===== src/rtl/bpi_flash_sequencer.sv =====
// BPI parallel-flash bus sequencer: turns single write, single read and burst
// read commands into registered latch/chip-enable/output-enable/write-enable strobes.
module bpi_flash_sequencer #(
  parameter int ADDR_W  = 23,
  parameter int DATA_W  = 16,
  parameter int T_SETUP = 1,
  parameter int T_PULSE = 3,
  parameter int T_HOLD  = 1,
  parameter int BURST_W = 4
) (
  input  logic              CLK,
  input  logic              RST,
  input  logic [ADDR_W-1:0] ADDR,
  input  logic [DATA_W-1:0] CMD_DATA_OUT,
  input  logic [1:0]        OP,
  input  logic [BURST_W-1:0] BURST_LEN,
  input  logic              EXECUTE,
  output logic              BUSY,
  output logic              DONE,
  output logic [DATA_W-1:0] DATA_IN,
  output logic              LOAD_DATA,
  input  logic              BPI_ACTIVE,
  input  logic [DATA_W-1:0] DUAL_DATA,
  output logic [ADDR_W-1:0] flash_ad,
  input  logic [DATA_W-1:0] flash_dq_i,
  output logic [DATA_W-1:0] flash_dq_o,
  output logic              flash_dq_t,
  output logic              fcs_b,
  output logic              foe_b,
  output logic              fwe_b,
  output logic              flatch_b
);

  localparam int T_SP  = (T_SETUP > T_PULSE) ? T_SETUP : T_PULSE;
  localparam int T_MAX = (T_SP > T_HOLD) ? T_SP : T_HOLD;
  localparam int CNT_W = (T_MAX > 1) ? $clog2(T_MAX) : 1;

  localparam logic [CNT_W-1:0] SETUP_INIT = CNT_W'(T_SETUP - 1);
  localparam logic [CNT_W-1:0] PULSE_INIT = CNT_W'(T_PULSE - 1);
  localparam logic [CNT_W-1:0] HOLD_INIT  = CNT_W'(T_HOLD - 1);

  typedef enum logic [2:0] {
    IDLE,
    LATCH,
    WR_PULSE,
    RD_PULSE,
    RD_NEXT,
    RECOVER
  } state_t;

  state_t              state, state_n;
  logic [CNT_W-1:0]    cnt, cnt_n;
  logic [BURST_W-1:0]  remain, remain_n;
  logic [ADDR_W-1:0]   addr_n;
  logic [DATA_W-1:0]   data_q, data_n;
  logic [DATA_W-1:0]   din_n;
  logic                is_read, is_read_n;
  logic                first_recover;
  logic                busy_n, done_n, load_n, dq_t_n;
  logic                fcs_n, foe_n, fwe_n, flatch_n;

  // Next-state logic; the strobe values below are computed from the next state
  // so every pad strobe comes straight out of a flop.
  always_comb begin
    state_n       = state;
    cnt_n         = cnt;
    remain_n      = remain;
    addr_n        = flash_ad;
    data_n        = data_q;
    din_n         = DATA_IN;
    is_read_n     = is_read;
    load_n        = 1'b0;
    first_recover = 1'b0;

    case (state)
      IDLE: begin
        if (EXECUTE && (OP == 2'b01 || OP == 2'b10)) begin
          state_n   = LATCH;
          cnt_n     = SETUP_INIT;
          addr_n    = ADDR;
          data_n    = CMD_DATA_OUT;
          is_read_n = (OP == 2'b10);
          remain_n  = BURST_LEN;
        end
      end
      LATCH: begin
        if (cnt == '0) begin
          state_n = is_read ? RD_PULSE : WR_PULSE;
          cnt_n   = PULSE_INIT;
        end else begin
          cnt_n = cnt - 1'b1;
        end
      end
      WR_PULSE: begin
        if (cnt == '0) begin
          state_n = RECOVER;
          cnt_n   = HOLD_INIT;
        end else begin
          cnt_n = cnt - 1'b1;
        end
      end
      RD_PULSE: begin
        if (cnt == '0) begin
          load_n = 1'b1;
          din_n  = flash_dq_i;
          if (remain != '0) begin
            // Address advances on RD_NEXT entry, wrapping naturally at the top.
            state_n  = RD_NEXT;
            addr_n   = flash_ad + 1'b1;
            remain_n = remain - 1'b1;
          end else begin
            state_n       = RECOVER;
            cnt_n         = HOLD_INIT;
            first_recover = 1'b1;
          end
        end else begin
          cnt_n = cnt - 1'b1;
        end
      end
      RD_NEXT: begin
        state_n = LATCH;
        cnt_n   = SETUP_INIT;
      end
      RECOVER: begin
        if (cnt == '0) begin
          state_n = IDLE;
        end else begin
          cnt_n = cnt - 1'b1;
        end
      end
      default: begin
        state_n = IDLE;
      end
    endcase

    busy_n   = (state_n != IDLE);
    done_n   = (state_n == RECOVER) && (cnt_n == '0);
    fcs_n    = !(state_n == LATCH || state_n == WR_PULSE ||
                 state_n == RD_PULSE || state_n == RD_NEXT);
    flatch_n = !(state_n == LATCH);
    fwe_n    = !(state_n == WR_PULSE);
    foe_n    = !(state_n == RD_PULSE);
    dq_t_n   = is_read_n && (state_n == LATCH || state_n == RD_PULSE ||
                             state_n == RD_NEXT || first_recover);
  end

  always_ff @(posedge CLK) begin
    if (RST) begin
      state      <= IDLE;
      cnt        <= '0;
      remain     <= '0;
      flash_ad   <= '0;
      data_q     <= '0;
      DATA_IN    <= '0;
      is_read    <= 1'b0;
      BUSY       <= 1'b0;
      DONE       <= 1'b0;
      LOAD_DATA  <= 1'b0;
      flash_dq_t <= 1'b0;
      fcs_b      <= 1'b1;
      foe_b      <= 1'b1;
      fwe_b      <= 1'b1;
      flatch_b   <= 1'b1;
    end else begin
      state      <= state_n;
      cnt        <= cnt_n;
      remain     <= remain_n;
      flash_ad   <= addr_n;
      data_q     <= data_n;
      DATA_IN    <= din_n;
      is_read    <= is_read_n;
      BUSY       <= busy_n;
      DONE       <= done_n;
      LOAD_DATA  <= load_n;
      flash_dq_t <= dq_t_n;
      fcs_b      <= fcs_n;
      foe_b      <= foe_n;
      fwe_b      <= fwe_n;
      flatch_b   <= flatch_n;
    end
  end

  // DQ lines carry the held command word whenever BPI owns them.
  assign flash_dq_o = (BUSY || BPI_ACTIVE) ? data_q : DUAL_DATA;

endmodule


===== config.mk =====
export PLATFORM = sky130hd
export DESIGN_NAME = bpi_flash_sequencer
export DESIGN_NICKNAME = d
export VERILOG_FILES = /design/src/rtl/bpi_flash_sequencer.sv
export SDC_FILE = /design/constraint.sdc
export NUM_CORES = 1
export LEC_CHECK = 0
export BUFFER_PORTS_ARGS = -buffer_cell sky130_fd_sc_hd__buf_2
export CORE_MARGIN = 8
export CORE_UTILIZATION = 53
export DETAILED_ROUTE_END_ITERATION = 16
export PLACE_DENSITY = 0.91
export REMOVE_ABC_BUFFERS = 1
export SYNTH_ARGS = -nofsm -noshare
export SYNTH_HDL_FRONTEND = slang
export SYNTH_SLANG_ARGS = --single-unit

===== constraint.sdc =====
create_clock -name CLK -period 3.65 [get_ports CLK]
set_input_delay 0.1825 -clock CLK [delete_from_list [all_inputs] [get_ports CLK]]
set_output_delay 0.1825 -clock CLK [all_outputs]
set_load 0.1 [all_outputs]

==> impl_metrics.tcl, run 1 <==
set metrics [dict create \
    synth-seq-area-share 0.389 \
    drcViolationCount 0 \
    rr_worst_depth 6 \
    min_path_cells 3 \
    synth_edf_count 0 \
    finalSetupTns_ps 0 \
    synth.distinct_cells 61 \
    p_leak_nw 1.99 \
    met2_usage 0.360 \
    finalNetCount 692 \
    critPathTopFamily "simple AND/OR/NAND/NOR gates" \
    grt_start_max_net_pins 43 \
    synth_top_area_frac 0.389 \
    first_pass_iters 5 \
    die_area_um2 10000 \
    portBuffers 143 \
    synth_xor_area_frac 0 \
    cap_violations 0 \
    syn_area_um2 3760 \
    clock-root-buffer "clkbuf_8" \
    vias 4003 \
    synth_top_family_by_area "simple AND/OR/NAND/NOR gates" \
    antenna_found_initial 0 \
    first_global_vias 3774 \
    synth_area_per_cell_um2 7.82 \
    path_clk_slew_ps 80 \
    timing.slew.headroom 0.195 \
    cp_cell_sequence "and3b_1, buf_4, a22o_1, and2_1, o221ai_1, o21ba_2" \
    place_hpwl_um 8480 \
    cp_slowest_cell "and2_1" \
    insertion_delay_ps 350 \
    synthAdderAreaFrac 0.0266 \
    synth_cells 481 \
    rsz0062_at_grt "false" \
    cts_buffers 9 \
    grtUsageMet3 0.0664 \
    detail-route-antenna-nets 0 \
    postCtsSetupRepairBufs 0 \
    cts_resized 0 \
    grt_pass1_wl_um 17800 \
    antenna_cells 0 \
    worst_pin_slew_ps 1200 \
    status "complete, no violations" \
    globalRouteMet1Util 0.254 \
    core_area_um2 6830 \
    die_w_um 100 \
    hold_viol 0 \
    wire_per_inst_um 16.0 \
    worst-r2r-setup-slack_ps 890 \
    startpoint_type "flop" \
    area_growth_pct 24.2 \
    synth_area_leaders "dfxtp_1 39%, nand2_1 9.6%, a21oi_1 8.1%" \
    fillers 573 \
    drtIter0Drc 271 \
    synth.area.mux_share 0.0559 \
    clock_sinks 73 \
    min_to "DATA_IN[6]" \
    vdd_drop_max_v 0.000220 \
    worstSetupPathType "flop to flop" \
    synth-simple-area-share 0.271 \
    cpPeakStageDelay_ps 720 \
    critPathBufInv 1 \
    grt_busiest_layer "met2" \
    power_density_nw_per_um2 495 \
    place_congestion 0.968 \
    r2r_end "flash_ad[18]" \
    finalCriticalPeriod_ps 2760 \
    yosysMostFrequentCell "nand2_1" \
    finalWirelength_um 11300 \
    worstHoldStart "flash_dq_i[6]" \
    crit_fanout 29 \
    vias_per_cell 5.69 \
    min_period_over_period 0.755 \
    finClkSkew_ps 9.06 \
    yosysWarningCount 0 \
    clk_path_buf_depth 2 \
    drv_slew 0 \
    yosysTopAreaCell "dfxtp_1" \
    rows 30 \
    ys_seq_elements 73 \
    final-setup-viol-count 0 \
    htree_levels 3 \
    layout-drive-gt1-share 0.306 \
    cts_tree "yes" \
    end_kind "flop" \
    cts_hold_buf 0 \
    hp-class "input port to flop" \
    final_util 0.684 \
    die_y_um 100 \
    gr-usage-all-layers 0.218 \
    cp.required_ps 3940 \
    grt_overflow 0 \
    r2r_start "state[1]" \
    path_depth 6 \
    max_freq_mhz 363 \
    io_pins 144 \
    async_reset_ff_frac 0 \
    arrival_ps 3050 \
    initial_core_util 0.551 \
    crit_path_start "state[1]" \
    synth_compound_area_frac 0.213 \
    yosys_most_used_dff "dfxtp_1" \
    netlist_top_cells_count "96 x nand2_1, 73 x dfxtp_1, 61 x a21oi_1" \
]
==> registers in the layout, indices dropped and copies added, names as in the netlist, 2 cells and up <==
signal    count
remain        4
data_q       16
DATA_IN      16
state         3
flash_ad     23
cnt           2
==> cell usage in the layout (no fill, tap or decap), drive strengths merged, types with 2 or more instances in the layout <==
cell type    n
or4          3
o21a         3
mux2i        3
nor3b        3
a22oi        3
nand3b       2
o21ai       21
clkinvlp     2
a21boi       4
o211ai       4
a41oi        3
a31oi        4
clkbuf      11
ha           8
a21oi       61
nand2b       9
a211oi       7
and4         2
a22o         3
or3          3
nand3       19
nor3         9
o31ai        2
nand4        6
and3         2
and2        10
nor4         6
and3b        2
buf        146
mux2        16
o22ai        3
a21o         2
or2          2
inv          7
dfxtp       73
clkinv       2
o221ai       2
nand2       96
nor2        30
==> worst max-delay path by stage <==
stage | end | slack (ps)
after floorplan | flash_ad[22] | 980
after global placement | flash_ad[22] | 1100
after detailed placement | flash_ad[18] | 990
after CTS | flash_ad[18] | 940
after global routing | flash_ad[18] | 710
final | flash_ad[18] | 890
==> report_power, final <==
part | switching [mW] | internal [mW]
Sequential | 0.0587 | 0.850
Clock | 0.298 | 0.332
Combinational | 0.595 | 0.176
==> routing by layer <==
metal / vias to the layer above / wire, µm / share of wire
met5: - / 0 / 0
met4: 0 / 223 / 0.020
met3: 22 / 1140 / 0.10
met2: 206 / 5290 / 0.47
met1: 1832 / 4640 / 0.41
li1: 1943 / - / -
==> cell type report <==
type	count	area [µm²]	area share
multi-input cells	366	2130	0.456
flip-flops and latches	73	1460	0.313
repair buffers	146	738	0.158
clock buffers	11	141	0.0303
well taps	96	120	0.0257
clock inverters	5	55.1	0.0118
inverters	7	26.3	0.00563
==> kinds of logic after synthesis <==
logic type,after synthesis
muxes,19
AOI/OAI and AO/OA,131
buffers and inverters,42
and+or+nand+nor,208
DFF,73
adders and majority gates,8
==> metrics by stage <==
stage	instances	total power, mW	instance area (µm²)	setup WS (ps)	hold slack [ps]
floorplan	446	1.52	3620	977	252
global placement	688	1.68	4470	1100	423
detailed placement	688	1.69	4470	990	428
CTS	704	2.32	4670	945	57.4
global route	704	2.40	4670	705	67.3
finish	704	2.31	4670	894	66.6
==> tightest hold or removal path, stage by stage <==
cell and delay, ps:
buf_2 100, nand2_1 40, a21oi_1 50
No activity file was read; power rests on OpenSTA's default activity.
==> run 2: changes to the inputs <==
Settings changed: ABC_AREA set to 1, CORE_UTILIZATION 53 to 50, PLACE_DENSITY 0.91 to 0.86.
Clock period 3.65 ns to 2.9 ns, I/O delays scaled along.
==> run 2 against run 1 <==
  * Fmax increased by 44%
  * Power is 93% higher
  * Synthesized cell count up 21%
  * Critical endpoint is now fcs_b
==> impl_metrics.tcl, run 2 <==
set metrics [dict create \
    finClkSkew_ps 15.9 \
    end_kind "flop" \
    cts_hold_buf 0 \
    cpPeakStageDelay_ps 410 \
    p_int_mw 2.05 \
    instances_no_fill 823 \
    io_pins 144 \
    highest_layer "met4" \
    wire_per_inst_um 14.4 \
    place_congestion 0.904 \
    synth-seq-area-share 0.378 \
    final_common_cell "nor2_1" \
    grt_overflow 0 \
    worst-r2r-setup-slack_ps 980 \
    wl_met1_um 4750 \
    gr-usage-all-layers 0.207 \
    cp_cell_sequence "inv_2, nor2_2, nand2_2, nor2_4, nor2_1, a21oi_1, nand2_1" \
    p_clk_frac 0.184 \
    antenna_found_initial 0 \
    min_path_cells 3 \
    largest_reg_flops 23 \
    portBuffers 143 \
    layout-drive-gt1-share 0.270 \
    vias 4281 \
    synth.distinct_cells 32 \
    rr_worst_depth 7 \
    finalWirelength_um 11800 \
    critPathBufInv 1 \
    critPathTopFamily "simple AND/OR/NAND/NOR gates" \
    finalSetupTns_ps 0 \
    cts_resized 0 \
    final_util 0.631 \
    worst_pin_slew_ps 1090 \
    synth_edf_count 0 \
    seq_power_share 0.306 \
    yosys_most_used_dff "dfxtp_1" \
    placed_cells 807 \
    crit_fanout 20 \
    worstSetupPathType "flop to flop" \
    yosysWarningCount 0 \
    clock-root-buffer "clkbuf_8" \
    min_period_over_period 0.660 \
    rsz0062_at_grt "false" \
    syn_area_um2 3870 \
    area_growth_pct 24.2 \
    first_global_vias 4078 \
    combPwrFrac 0.510 \
    initial_core_util 0.508 \
    grt_pass1_wl_um 18900 \
    place_hpwl_um 8810 \
    synth_area_per_cell_um2 6.64 \
    htree_levels 3 \
    wl_met2_um 6220 \
    met3WireLength_um 639 \
    clock_sinks 73 \
    die_area_um2 10800 \
    status "complete, no violations" \
    cts_buffers 9 \
    drv_slew 0 \
    dpl-instance-area_um2 4600 \
    postCtsSetupRepairBufs 0 \
    drtIter0Drc 259 \
    die_w_um 104 \
    rows 32 \
    insertion_delay_ps 350 \
    vdd_drop_max_v 0.000646 \
    reg.largest.list "flash_ad x23, DATA_IN x16, data_q x16" \
    finalCriticalPeriod_ps 1920 \
    async_reset_ff_frac 0 \
    synth_cells 582 \
    hold_ws_ps 24.9 \
    hp-class "input port to flop" \
    max_freq_mhz 522 \
    ys_seq_elements 73 \
    finalNetCount 805 \
    mostFrequentLayoutCells "146 x nor2_1, 143 x buf_2, 124 x nand2_1, 73 x dfxtp_1, 55 x o21ai_0" \
    min_to "DATA_IN[10]" \
    swShare 0.541 \
    startpoint_type "flop" \
    timing.slew.headroom 0.273 \
    die_y_um 104 \
    antenna_cells 0 \
    hold_viol 0 \
    netlist_top_cells_count "146 x nor2_1, 124 x nand2_1, 73 x dfxtp_1" \
    clk_path_buf_depth 2 \
    power_density_nw_per_um2 928 \
    cp.required_ps 3140 \
    yosysTopAreaCell "dfxtp_1" \
    r2r_start "state[1]" \
    synth_top_area_frac 0.378 \
    core_area_um2 7610 \
    final-setup-viol-count 0 \
    drcViolationCount 0 \
    p_leak_nw 2.21 \
    r2r_end "fcs_b" \
    post-route-cell-area_um2 4800 \
    detail-route-antenna-nets 0 \
    p_sw_mw 2.41 \
    cp_slowest_cell "dfxtp_1" \
    synth_area_leaders "dfxtp_1 38%, nor2_1 14%, nand2_1 12%" \
    cap_violations 0 \
    yosysMostFrequentCell "nor2_1" \
    fillers 699 \
    grt_start_max_net_pins 44 \
    path_clk_slew_ps 90 \
    worstHoldStart "flash_dq_i[10]" \
    arrival_ps 2150 \
    first_pass_iters 5 \
    cts_tree "yes" \
    vias_per_cell 5.20 \
    top_register "flash_ad" \
]
run 2: final cells by class:
| type | instances | area (µm²) | share of cell area |
|---|---|---|---|
| clock buffers | 9 | 124 | 0.0258 |
| clock inverters | 7 | 76.3 | 0.0159 |
| inverters | 39 | 146 | 0.0305 |
| multi-input cells | 447 | 2130 | 0.443 |
| flip-flops and latches | 73 | 1460 | 0.304 |
| well taps | 102 | 128 | 0.0266 |
| repair buffers | 146 | 738 | 0.154 |
run 2: how the worst max path moves through the flow:
| stage | startpoint | end | slack [ps] | depth (start not counted) |
|---|---|---|---|---|
| 2_1_floorplan | flash_ad[0] | flash_ad[14] | 570 | 8 |
| 3_3_place_gp | OP[0] | flash_dq_t | 1030 | 12 |
| 3_5_place_dp | OP[0] | flash_dq_t | 980 | 12 |
| 4_1_cts | state[0] | flash_ad[5] | 1010 | 7 |
| 5_1_grt | state[0] | remain[1] | 800 | 7 |
| 6_report | state[1] | fcs_b | 980 | 7 |
run 2: cells by family (layout without fill, tap and decap cells):
logic type / count (synthesis) / count (layout) / synth area share
muxes: 16 / 16 / 0.0466
DFF: 73 / 73 / 0.378
and+or+nand+nor: 326 / 326 / 0.344
xor gates and xnor gates: 1 / 1 / 0.00227
AOI/OAI and AO/OA: 96 / 96 / 0.131
buffers and inverters: 62 / 201 / 0.0718
adders and majority gates: 8 / 8 / 0.0259
run 2: through the flow:
step	setup slack [ps]	total power [mW]
2_1_floorplan	571	3.21
3_3_place_gp	1030	3.58
3_5_place_dp	984	3.63
4_1_cts	1010	4.46
5_1_grt	795	4.67
6_report	985	4.46
run 2: layer usage:
layer / vias to the layer above / GRT usage
met3: 22 / 0.0514
met1: 1966 / 0.223
met2: 146 / 0.379
met5: - / 0
met4: 0 / 0.0765
li1: 2147 / -
run 2: power groups by stage:
stage / Clock [mW] / Combinational [mW] / Sequential, mW
detailed placement: 0 / 2.25 / 1.38
global placement: 0 / 2.21 / 1.37
finish: 0.821 / 2.27 / 1.36
CTS: 0.832 / 2.27 / 1.36
global route: 0.886 / 2.40 / 1.38
floorplan: 0 / 1.13 / 2.08
run 2: worst register-to-register path: stages, from the launching register on:
cell and delay, ps:
dfxtp_1 410, inv_2 80, nor2_2 130, nand2_2 270, nor2_4 390, nor2_1 190
a21oi_1 280, nand2_1 70
